File: src/rtl/uart_pkg.sv
// Shared UART timing defaults and receiver state encoding.
// Both uart_tx and uart_rx take their bit timing from here.
package uart_pkg;

    localparam int CLK_FREQ_HZ          = 100000000;
    localparam int BAUD                 = 115200;
    localparam int CLK_PER_BIT_DEFAULT  = CLK_FREQ_HZ / BAUD;

    typedef enum logic [2:0] {
        WAIT_HIGH = 3'd0,
        IDLE      = 3'd1,
        START     = 3'd2,
        DATA      = 3'd3,
        STOP      = 3'd4
    } rx_state_t;

endpackage

File: src/rtl/sync_2ff.sv
// Two-flop synchroniser for a single asynchronous input bit.
// The reset value is a parameter so idle-high and idle-low lines can both use it.
module sync_2ff #(
    parameter logic RESET_VAL = 1'b1
) (
    input  logic clk,
    input  logic rst,
    input  logic d,
    output logic q
);

    logic meta;

    always_ff @(posedge clk) begin
        if (rst) begin
            meta <= RESET_VAL;
            q    <= RESET_VAL;
        end else begin
            meta <= d;
            q    <= meta;
        end
    end

endmodule

File: src/rtl/uart_rx.sv
// UART receiver, 8N1, centre-of-bit sampling, LSB first, with a one-entry
// valid/ready output register and single-cycle framing/overrun pulses.
module uart_rx
    import uart_pkg::*;
#(
    parameter int CLK_PER_BIT = CLK_PER_BIT_DEFAULT
) (
    input  logic       clk,
    input  logic       rst,
    input  logic       rx,
    output logic [7:0] data_out,
    output logic       valid,
    input  logic       ready,
    output logic       frame_err,
    output logic       overrun,
    output logic       busy
);

    localparam int HALF_BIT = CLK_PER_BIT / 2;
    localparam int CNT_W    = $clog2(CLK_PER_BIT);

    localparam logic [CNT_W-1:0] FULL_RELOAD = CNT_W'(CLK_PER_BIT - 1);
    localparam logic [CNT_W-1:0] HALF_RELOAD = CNT_W'(HALF_BIT - 1);

    rx_state_t        state;
    logic             rx_s;
    logic [CNT_W-1:0] baud_cnt;
    logic [2:0]       bit_idx;
    logic [7:0]       shreg;
    logic             tick;

    sync_2ff #(.RESET_VAL(1'b1)) u_sync (
        .clk (clk),
        .rst (rst),
        .d   (rx),
        .q   (rx_s)
    );

    assign tick = (baud_cnt == '0);

    // Output handshake: a byte transfers on any rising edge where valid && ready.
    // valid stays high and data_out stays frozen until that edge; ready is a
    // don't-care while valid is low.
    always_ff @(posedge clk) begin
        if (rst) begin
            state     <= WAIT_HIGH;
            baud_cnt  <= '0;
            bit_idx   <= '0;
            shreg     <= '0;
            data_out  <= '0;
            valid     <= 1'b0;
            frame_err <= 1'b0;
            overrun   <= 1'b0;
            busy      <= 1'b0;
        end else begin
            frame_err <= 1'b0;
            overrun   <= 1'b0;

            if (valid && ready)
                valid <= 1'b0;

            if (state == START || state == DATA || state == STOP)
                baud_cnt <= tick ? FULL_RELOAD : baud_cnt - 1'b1;

            case (state)
                WAIT_HIGH: begin
                    if (rx_s)
                        state <= IDLE;
                end
                IDLE: begin
                    if (!rx_s) begin
                        state    <= START;
                        baud_cnt <= HALF_RELOAD;
                        busy     <= 1'b1;
                    end
                end
                START: begin
                    if (tick) begin
                        if (!rx_s) begin
                            state   <= DATA;
                            bit_idx <= '0;
                        end else begin
                            state <= IDLE;
                            busy  <= 1'b0;
                        end
                    end
                end
                DATA: begin
                    if (tick) begin
                        shreg <= {rx_s, shreg[7:1]};
                        if (bit_idx == 3'd7)
                            state <= STOP;
                        else
                            bit_idx <= bit_idx + 1'b1;
                    end
                end
                STOP: begin
                    if (tick) begin
                        busy <= 1'b0;
                        if (rx_s) begin
                            state <= IDLE;
                            // A consume in this same cycle frees the slot for the new byte.
                            if (!valid || ready) begin
                                data_out <= shreg;
                                valid    <= 1'b1;
                            end else begin
                                overrun <= 1'b1;
                            end
                        end else begin
                            frame_err <= 1'b1;
                            state     <= WAIT_HIGH;
                        end
                    end
                end
                default: begin
                    state <= WAIT_HIGH;
                    busy  <= 1'b0;
                end
            endcase
        end
    end

endmodule

File: config.mk
export PLATFORM = sky130hd
export DESIGN_NAME = uart_rx
export DESIGN_NICKNAME = d
export VERILOG_FILES = /design/src/rtl/uart_pkg.sv /design/src/rtl/sync_2ff.sv /design/src/rtl/uart_rx.sv
export SDC_FILE = /design/constraint.sdc
export NUM_CORES = 1
export LEC_CHECK = 0
export ABC_AREA = 1
export ABC_CLOCK_PERIOD_IN_PS = 3200
export BUFFER_PORTS_ARGS = -buffer_cell sky130_fd_sc_hd__buf_2
export CAP_MARGIN = 10
export CORE_UTILIZATION = 60
export CTS_CLUSTER_DIAMETER = 120
export DETAILED_ROUTE_END_ITERATION = 12
export GPL_ROUTABILITY_DRIVEN = 0
export PLACE_DENSITY = 0.92
export SETUP_SLACK_MARGIN = 0.5
export SYNTH_ARGS = -nofsm -noshare
export SYNTH_HDL_FRONTEND = slang
export SYNTH_SLANG_ARGS = --single-unit
File: constraint.sdc
create_clock -name clk -period 3.2 [get_ports clk]
set_input_delay 0.32 -clock clk [delete_from_list [all_inputs] [get_ports clk]]
set_output_delay 0.32 -clock clk [all_outputs]
set_load 0.02 [all_outputs]
# [Yosys cells after proc, flatten, opt, wreduce, memory -nomap -nowiden]
# Cells that the tools add are included.
# Widths: inputs -> output; s select.
[classes] n_addsub=2 mul=0 div_mod_pow=0 magnitude_cmp=0 n_eq_ne=14 shifts=0 n_mux=30 n_bitwise=4 reduce_logical=16
[op_table] operator="$mux 10" n=4
[op_table] operator="$mux 3" n=10
[op_table] operator="$pmux 3 s5" n=1
[op_table] operator="$mux 1" n=12
[op_table] operator="$ne 2x2->1 const B" n=6
[op_table] operator="$logic_not 10->1" n=1
[op_table] operator="$reduce_and 5->1" n=2
[op_table] operator="$sub 10x1->10 const B" n=1
[op_table] operator="$eq 3x2->1 const B" n=2
[op_table] operator="$eq 3x3->1 const B" n=2
[op_table] operator="$ne 2x1->1 const B" n=3
[op_table] operator="$pmux 3 s2" n=1
[op_table] operator="$reduce_and 6->1" n=1
[op_table] operator="$not 1->1" n=4
[op_table] operator="$pmux 1 s4" n=1
[op_table] operator="$reduce_and 4->1" n=1
[op_table] operator="$reduce_or 4->1" n=1
[op_table] operator="$add 3x1->3 const B" n=1
[op_table] operator="$eq 3x1->1 const B" n=1
[op_table] operator="$logic_not 3->1" n=1
[op_table] operator="$logic_or 1x1->1" n=3
[op_table] operator="$reduce_or 3->1" n=1
[op_table] operator="$mux 2" n=1
[op_table] operator="$reduce_and 2->1" n=1
[op_table] operator="other kinds (4)" n=4
[totals] register_bits=38 latchBits=0 mem_bits_rw=0 rom_bits=0 out_inout_bits=12 word_cells=77 n_memories=0

# [Logic depth before layout (Yosys ltp)]
# Gate-level depths: netlist of run 1.
[logic_depth] word_depth=6 mapped_depth=10 ltp_nobuf=10

# [Modules after synthesis]
# From an unflattened synthesis of run 1, not the netlist that was laid out.
[hier_totals] hier_cells=241 hier_area_um2=1779.2
[by_module_without_submodules] module="uart_rx" instances=1 cells_each=234 area_per_inst_um2=1720.4
[by_module_without_submodules] module="sync_2ff" instances=1 cells_each=7 area_per_inst_um2=58.8

# [Least setup slack after synthesis of run 1]
# Ideal clock, no wire load.
[synth_path] path_kind="register to register" start="register baud_cnt[0]" end="register data_out[0]" setup_ps=116 arrival_time_ps=1307 t_required_ps=3084 setup_slack_ps=1777 stages_incl_launch_ff=10 path_buffers=0 synth_period_minus_slack_ps=1423 path_cell_list="dfxtp_1 -> inv_1 -> ha_1 -> nand2_2 -> clkinv_1 -> nand2_4 -> nor3_4 -> inv_2 -> nor2_1 -> nor2_1"
[synth_between] elab_chain_len=2
[synth_rtl] element="start: declaration" line_no="uart_rx.sv:27" source="logic [CNT_W-1:0] baud_cnt;"
[synth_rtl] element="start signal: assignment" line_no="uart_rx.sv:63" source="baud_cnt <= tick ? FULL_RELOAD : baud_cnt - 1'b1;"
[synth_rtl] element="$logic_not 10->1" line_no="uart_rx.sv:39" source="assign tick = (baud_cnt == '0);"
[synth_rtl] element="$reduce_and 4->1 (no line)"
[synth_rtl] element="end signal: assignment" line_no="uart_rx.sv:104" source="data_out <= shreg;"
[synth_rtl] element="end: declaration" line_no="uart_rx.sv:11" source="output logic [7:0] data_out,"
# Every way passes these cells.
# A chain may end at the register's enable or synchronous reset.

# [Worst setup path in the final report of run 1]
[layout_path] start="register baud_cnt[0]" end="register data_out[4]"
# Same word-level chain as after synthesis.

==> qor.yml, run 1 <==
synth:
  ys_seq_elements: 38
  synth-async-reset-ratio_pct: 0
  synth_top_area_cell: "dfxtp_1"
  synth_area_leaders: "dfxtp_1 (41%), nor2_1 (9.2%), inv_1 (8.0%)"
  syn_area_um2: 1840
  synthDistinctLibCells: 31
  syn_inst: 252
  synth-edff-count: 0
  yosysWarnings: 0
  ys_dominant_reg_cell: "dfxtp_1"
  seq_area_frac_synth_pct: 41.4
  syn_avg_cell_area_um2: 7.29
  synthDominantCellAreaShare_pct: 41.4
  synth_fp_nets: 259
critical_path:
  cpMostUsedCell: "nor2_1"
  end_kind: "register"
  crit_arrival_ns: 1.91
  crit_chain: "inv_1 -> ha_1 -> nand2_2 -> clkinv_1 -> nand2_4 -> nor3_4 -> inv_2 -> nor2_1 -> nor2_1"
  path_max_fanout: 9
  startpoint_type: "register"
  rr_startpoint: "baud_cnt[0]$_SDFF_PP0_"
  critPathBufInv: 3
  critPathMaxStageDelay_ns: 0.33
  crit_family: "simple AND/OR/NAND/NOR gates"
  slowest_stage: "dfxtp_1"
  cp-startpoint: "baud_cnt[0]$_SDFF_PP0_"
  worstPathRequired_ns: 3.45
  worstSetupPathType: "reg -> reg"
route:
  vias: 1639
  post_drt_via_cell_ratio: 5.46
  wl_per_cell_um: 11.8
  drc_errors: 1
  ant_nets: 0
  finalWirelength_mm: 3.55
  dr.first_iter.drc_count: 112
  first_pass_iters: 8
cells_and_area:
  area_growth_pct: 10.1
  n_antenna_cell: 0
  fin_nets: 275
  fillerInstances: 225
  final_util_pct: 71.6
  multi_input_area_um2: 870
  area.sequential_um2: 761
  final_layout_size_suffix_gt1_share_pct: 17.5
  stdcell_count: 300
grt:
  antenna_found_initial: 0
  grt_pass1_vias: 1497
  grt_max_degree: 21
  grt_pass1_wl_mm: 6.11
  grt_usage_pct: 23.7
  grt-ovfl-total: 0
clock_network:
  clock-sinks: 38
  cts_buffers: 5
  clock_latency_ns: 0.35
  cts_hold_buf: 0
  post_cts_buffers: 0
  cts.reportedPaths.clkPinSlew_ns: 0.11
  post_cts_resize_count: 0
  cts_root_buffer: "clkbuf_4"
  htree_levels: 2
  cts_tree: "built"
  ctsLongestPathBuffers: 2
power:
  power_density_nw_per_um2: 897
  leakage_uw: 0.00100
  peakVddDrop_mv: 0.426
outcome:
  violations: "DRC"
  status: "finished, violations left"
sta:
  skew_ns: 0.00472
  setup_tns_ns: 0
  finalCritPeriodShare_pct: 52.0
  fmax_ghz: 0.601
  finalHoldViolCount: 0
  setup_viol: 0
  slew-limit-headroom_pct: 74.8
  min_period_ns: 1.66
  rsz0062_at_grt: "no"
  worst_pin_slew_ns: 0.378
  final_max_slew_viol_count: 0
floorplanning:
  rows: 19
  die_h_um: 57.3
  dieWidth_um: 57.3
  die_area_um2: 3290
  core_area_um2: 2830
  io_pins: 16
  start_util_pct: 65.0
job:
  max_cap_viol_count: 0
hold_path:
  hold_start: "rx"
  hold_path_class: "in -> reg"
placement:
  place_inst: 292
  post-dp-hpwl_mm: 2.57
  io_buffers: 15
[path summary, 6_finish.rpt]
path	end	slack [ns]	cells after the start
setup / recovery	data_out[4]$_SDFFE_PP0P_	1.54	9
setup reg to reg	data_out[4]$_SDFFE_PP0P_	1.54	9
hold reg to reg	u_sync.q$_SDFF_PP1_	0.45	1
hold / removal	u_sync.meta$_SDFF_PP1_	0.15	2
[per-layer routing]
layer | wire (µm) | global-route usage, %
met1 | 1630 | 28.4
met2 | 1750 | 41.7
met3 | 171 | 6.80
met4 | 0 | 5.57
met5 | 0 | 0
[placed cells by master, fill, tap and decap left out]
cell	netlist	final
nand3_2	3	3
nor3_1	2	2
buf_2	1	15
nor2_4	2	2
nand3_1	14	14
nor3_4	1	1
clkbuf_8	0	1
o211ai_1	1	1
nor2_1	45	45
or2_2	3	3
nor4_1	1	1
nand4_1	6	6
nand2_4	2	2
nor3_2	1	1
a211oi_1	8	8
a21oi_1	8	8
a31oi_1	2	2
clkbuf_4	0	5
nor2_2	4	4
inv_2	5	5
ha_1	3	3
nand3_4	1	1
bufinv_16	0	2
nand2_1	35	35
inv_1	39	39
nand3b_1	1	1
nand2_2	2	2
o21ai_0	14	14
dfxtp_1	38	38
clkinv_1	1	1
xor2_1	4	4
[metrics by stage]
stage | power [µW] | hold slack [ns] | instance area (µm²) | setup WS, ns
4_1_cts | 1810 | 0.141 | 2020 | 1.54
5_1_grt | 1950 | 0.133 | 2020 | 1.41
3_3_place_gp | 1360 | 0.407 | 1910 | 1.65
6_report | 1820 | 0.148 | 2020 | 1.54
3_5_place_dp | 1380 | 0.412 | 1910 | 1.56
2_1_floorplan | 1280 | 0.389 | 1840 | 1.78
[synth_stat cells, types with 2 or more instances]
cell type  number
or2_2           3
xor2_1          4
nand2_2         2
nand3_1        14
nand2_1        35
nand4_1         6
inv_1          39
dfxtp_1        38
nor2_4          2
a21oi_1         8
a211oi_1        8
o21ai_0        14
nor2_1         45
inv_2           5
ha_1            3
clkbuf_1        2
nor3_1          2
nor2_2          4
a31oi_1         2
buf_6           2
nand3_2         3
nand2_4         2
[state kept, by name, summed over array words and instances (netlist names)]
register,cells
u_sync.meta,1
baud_cnt,10
overrun,1
valid,1
shreg,8
state,3
busy,1
bit_idx,3
u_sync.q,1
data_out,8
frame_err,1
[cells by family (layout without fill, tap and decap cells)]
family | after synthesis | in the layout | share of synthesized area [%]
AO/OA/AOI/OAI | 33 | 33 | 10.3
XOR/XNOR | 4 | 4 | 1.91
adder cells (fa/ha/maj) | 3 | 3 | 2.04
buffers and inverters | 51 | 68 | 11.3
flip-flops | 38 | 38 | 41.4
AND/OR/NAND/NOR | 123 | 123 | 33.0
[area by class of cell]
| type | count | share of cell area, % |
|---|---|---|
| multi-input cells | 163 | 43.0 |
| clock buffers | 6 | 2.53 |
| repair buffers | 15 | 3.71 |
| inverters | 45 | 8.34 |
| flip-flops and latches | 38 | 37.6 |
| clock inverters | 2 | 2.97 |
| well taps | 31 | 1.92 |
[where the power goes]
| group | internal, µW | switching (µW) |
|---|---|---|
| combinational | 250 | 504 |
| sequential | 553 | 85.4 |
| clock | 265 | 160 |
| total | 1070 | 749 |
Note: power is estimated with default switching activity, not from simulation.
==> inputs of run 2 (changes only) <==
Settings changed: ABC_AREA 1 to 0, ABC_CLOCK_PERIOD_IN_PS 3200 to 1650, CORE_UTILIZATION 60 to 58, PLACE_DENSITY 0.92 to 0.9.
Clock period 3.2 ns to 1.65 ns, I/O delays scaled along.
==> qor.yml, run 2 <==
outcome:
  status: "finished, violations left"  # unchanged
  violations: "DRC, setup timing"  # was DRC
grt:
  grt-ovfl-total: 0  # unchanged
  antenna_found_initial: 0  # unchanged
  gr-usage-met3_pct: 9.15  # was 6.80%
  grt_pass1_vias: 1840  # was 1497
  grt-busiest-layer: "met2"  # unchanged
  grt_max_degree: 21  # unchanged
  grtUsageMet1_pct: 43.1  # was 28.4%
  grt_usage_pct: 35.2  # was 23.7%
  grt_use_met2_pct: 58.8  # was 41.7%
  grt_pass1_wl_mm: 8.79  # was 6.11 mm
placement:
  place_area_um2: 2120  # was 1910 µm²
  io_buffers: 15  # unchanged
  post-dp-hpwl_mm: 2.95  # was 2.57 mm
  place_inst: 260  # was 292
synth:
  yosysWarnings: 0  # unchanged
  seq_area_frac_synth_pct: 42.4  # was 41.4%
  synth_fp_nets: 209  # was 259
  synthDistinctLibCells: 43  # was 31
  synth-edff-count: 0  # unchanged
  ys_seq_elements: 38  # unchanged
  synth_area_leaders: "dfxtp_1 (42%), mux2i_1 (5.6%), a21oi_1 (3.9%)"  # was dfxtp_1 (41%), nor2_1 (9.2%), inv_1 (8.0%)
  syn_avg_cell_area_um2: 8.89  # was 7.29 µm²
  ys_dominant_reg_cell: "dfxtp_1"  # unchanged
  synth_commonest_cells: "dfxtp_1 (38), nor2_1 (16), a21oi_1 (14), nand3_1 (14), o21ai_0 (13)"  # was nor2_1 (45), inv_1 (39), dfxtp_1 (38)
  synth.most_common_cell: "dfxtp_1"  # was nor2_1
  synthDominantCellAreaShare_pct: 42.4  # was 41.4%
  synth-async-reset-ratio_pct: 0  # unchanged
  synth_top_area_cell: "dfxtp_1"  # unchanged
  syn_inst: 202  # was 252
  syn_area_um2: 1800  # was 1840 µm²
sta:
  finalCritPeriodShare_pct: 111  # was 52.0%
  slew-limit-headroom_pct: 64.3  # was 74.8%
  final_max_slew_viol_count: 0  # unchanged
  setup_ws_ns: -0.186  # was 1.54 ns
  skew_ns: 0.0200  # was 0.00472 ns
  setup_viol: 24  # was 0
  rsz0062_at_grt: "yes"  # was no
  finalHoldViolCount: 0  # unchanged
  fmax_ghz: 0.545  # was 0.601 GHz
  min_period_ns: 1.84  # was 1.66 ns
  worst_pin_slew_ns: 0.534  # was 0.378 ns
  hold_slack_ns: 0.223  # was 0.148 ns
power:
  leakage_uw: 0.000994  # was 0.00100 µW
  power_density_nw_per_um2: 2180  # was 897 nW/µm²
  peakVddDrop_mv: 1.65  # was 0.426 mV
clock_network:
  cts_buffers: 5  # unchanged
  cts.reportedPaths.clkPinSlew_ns: 0.13  # was 0.11 ns
  clock-sinks: 38  # unchanged
  cts_tree: "built"  # unchanged
  cts_root_buffer: "clkbuf_4"  # unchanged
  ctsLongestPathBuffers: 2  # unchanged
  htree_levels: 2  # unchanged
  clock_latency_ns: 0.35  # about the same
cells_and_area:
  area_growth_pct: 44.8  # was 10.1%
  largest-register: "baud_cnt"  # unchanged
  final_layout_size_suffix_gt1_share_pct: 48.8  # was 17.5%
  n_antenna_cell: 0  # unchanged
  final_common_cell: "buf_4"  # was nor2_1
  stdcell_count: 285  # was 300
  final_cell_mix: "buf_4 (33), dfxtp_1 (29), nor2_1 (15), buf_2 (15), o21ai_0 (10)"  # was nor2_1 (45), inv_1 (39), dfxtp_1 (38)
  fin_nets: 260  # was 275
  top_regs: "baud_cnt: 10 flops, data_out: 8 flops, shreg: 8 flops"  # unchanged
  final_area_um2: 2600  # was 2020 µm²
  largest_register_ffs: 10  # unchanged
route:
  wl_per_cell_um: 21.7  # was 11.8 µm
  post_drt_via_cell_ratio: 6.83  # was 5.46
  finalWirelength_mm: 6.19  # was 3.55 mm
  dr.first_iter.drc_count: 191  # was 112
  drc_errors: 2  # was 1
  first_pass_iters: 9  # was 8
  vias: 1947  # was 1639
  ant_nets: 0  # unchanged
critical_path:
  ff2ff_path_depth: 10  # was 9
  cp-startpoint: "baud_cnt[0]$_SDFF_PP0_"  # unchanged
  crit_chain: "inv_2 -> ha_4 -> nor3b_4 -> buf_4 -> buf_6 -> and3_4 -> buf_6 -> buf_12 -> nand3_2 -> a21oi_1"  # was inv_1 -> ha_1 -> nand2_2 -> clkinv_1 -> nand2_4 -> nor3_4 -> inv_2 -> nor2_1 -> nor2_1
  end_kind: "register"  # unchanged
  critPathMaxStageDelay_ns: 0.34  # was 0.33 ns
  path_depth: 10  # was 9
  worstSetupPathType: "reg -> reg"  # unchanged
  reg2reg_slack_ns: -0.19  # was 1.54 ns
  critPathBufInv: 5  # was 3
  cpMostUsedCell: "buf_6"  # was nor2_1
  crit_family: "buffers and inverters"  # was simple AND/OR/NAND/NOR gates
  reg2reg_to: "data_out[5]$_SDFFE_PP0P_"  # was data_out[4]$_SDFFE_PP0P_
  crit_arrival_ns: 2.11  # was 1.91 ns
  worstPathRequired_ns: 1.93  # was 3.45 ns
  startpoint_type: "register"  # unchanged
  cp-endpoint: "data_out[5]$_SDFFE_PP0P_"  # was data_out[4]$_SDFFE_PP0P_
  path_max_fanout: 6  # was 9
  slowest_stage: "dfxtp_2"  # was dfxtp_1
  rr_startpoint: "baud_cnt[0]$_SDFF_PP0_"  # unchanged
floorplanning:
  die_area_um2: 3320  # was 3290 µm²
  rows: 19  # unchanged
  io_pins: 16  # unchanged
  core_area_um2: 2850  # was 2830 µm²
  dieWidth_um: 57.6  # was 57.3 µm
  die_h_um: 57.6  # was 57.3 µm
  start_util_pct: 62.9  # was 65.0%
hold_path:
  hold_path_class: "in -> reg"  # unchanged
  hold_start: "ready"  # was rx
job:
  max_cap_viol_count: 0  # unchanged
## run 2: cell count changes after synthesis, sizes merged, moves of 7 or more
cell    before  now
inv         44    5
nor2        51   16
nand2       39    7
mux2i        0   10
clkbuf       2   11
a211oi       8    1
nand2b       0    7
## run 2: layout make-up
cell class / count / area (µm²)
tap: 31 / 38.8
timing repair buffer: 58 / 477
clock inverter: 2 / 12.5
clock buffer: 6 / 51.3
inverter: 5 / 18.8
sequential: 38 / 777
fill: 110 / 253
multi-input combinational: 145 / 1220
## run 2: cell families (layout without fill, tap and decap cells)
family | Yosys count | in the layout | share of synthesized area [%]
AND/OR/NAND/NOR | 77 | 77 | 25.2
flip-flops | 38 | 38 | 42.4
adder cells (fa/ha/maj) | 3 | 3 | 2.09
AO/OA/AOI/OAI | 49 | 49 | 17.6
multiplexers | 10 | 10 | 5.58
buffers and inverters | 19 | 71 | 4.18
XOR/XNOR | 6 | 6 | 2.93
## run 2: how the worst min path moves through the flow
stage,end,slack [ns],cells after the start
2_1_floorplan,u_sync.meta$_SDFF_PP1_,0.27,1
3_3_place_gp,u_sync.meta$_SDFF_PP1_,0.35,2
3_5_place_dp,u_sync.meta$_SDFF_PP1_,0.35,2
4_1_cts,overrun$_SDFF_PP0_,0.12,3
5_1_grt,baud_cnt[4]$_SDFF_PP0_,0.20,2
6_report,valid$_SDFF_PP0_,0.22,3
## run 2: metal layers
metal  part of all wire [%]  vias to the layer above  wire length, µm
met5                      0                        -                0
met3                    8.4                       31              522
met2                     47                      135             2920
met4                    3.6                        0              224
li1                       -                      842                -
met1                     41                      939             2520
## run 2: repair_timing
item | CTS | global route
resized for setup | 38 | 23
endpoints found under the setup margin | 36 | 36
pin swaps | 17 | 12
hold buffers | 1 | 0
hold endpoints to repair | 1 | 0
gates cloned | 1 | 0
setup buffers | 12 | 3
## run 2: worst min-delay path: cells and delay by family
| family | cells | cell delay [ns] |
|---|---|---|
| and+or+nand+nor | 1 | 0.23 |
| AOI/OAI and AO/OA | 1 | 0.08 |
| buffers and inverters | 1 | 0.07 |
## run 2: report_power, final
part	leakage (µW)	internal, µW	switching (µW)
clock	0.0000343	205	323
sequential	0.000312	1070	171
combinational	0.000647	2030	1870
total	0.000994	3310	2370
## run 2: stage by stage
stage	TNS [ns]	setup WS (ns)	utilization (%)	total power [µW]
detailed placement	-0.420	-0.124	74.3	3350
finish	-2.61	-0.186	91.1	5670
global route	-4.36	-0.235	91.1	5890
floorplan	-0.0699	-0.0367	-	2610
global placement	-0.139	-0.0628	74.3	3270
CTS	-0.385	-0.0793	86.7	5070
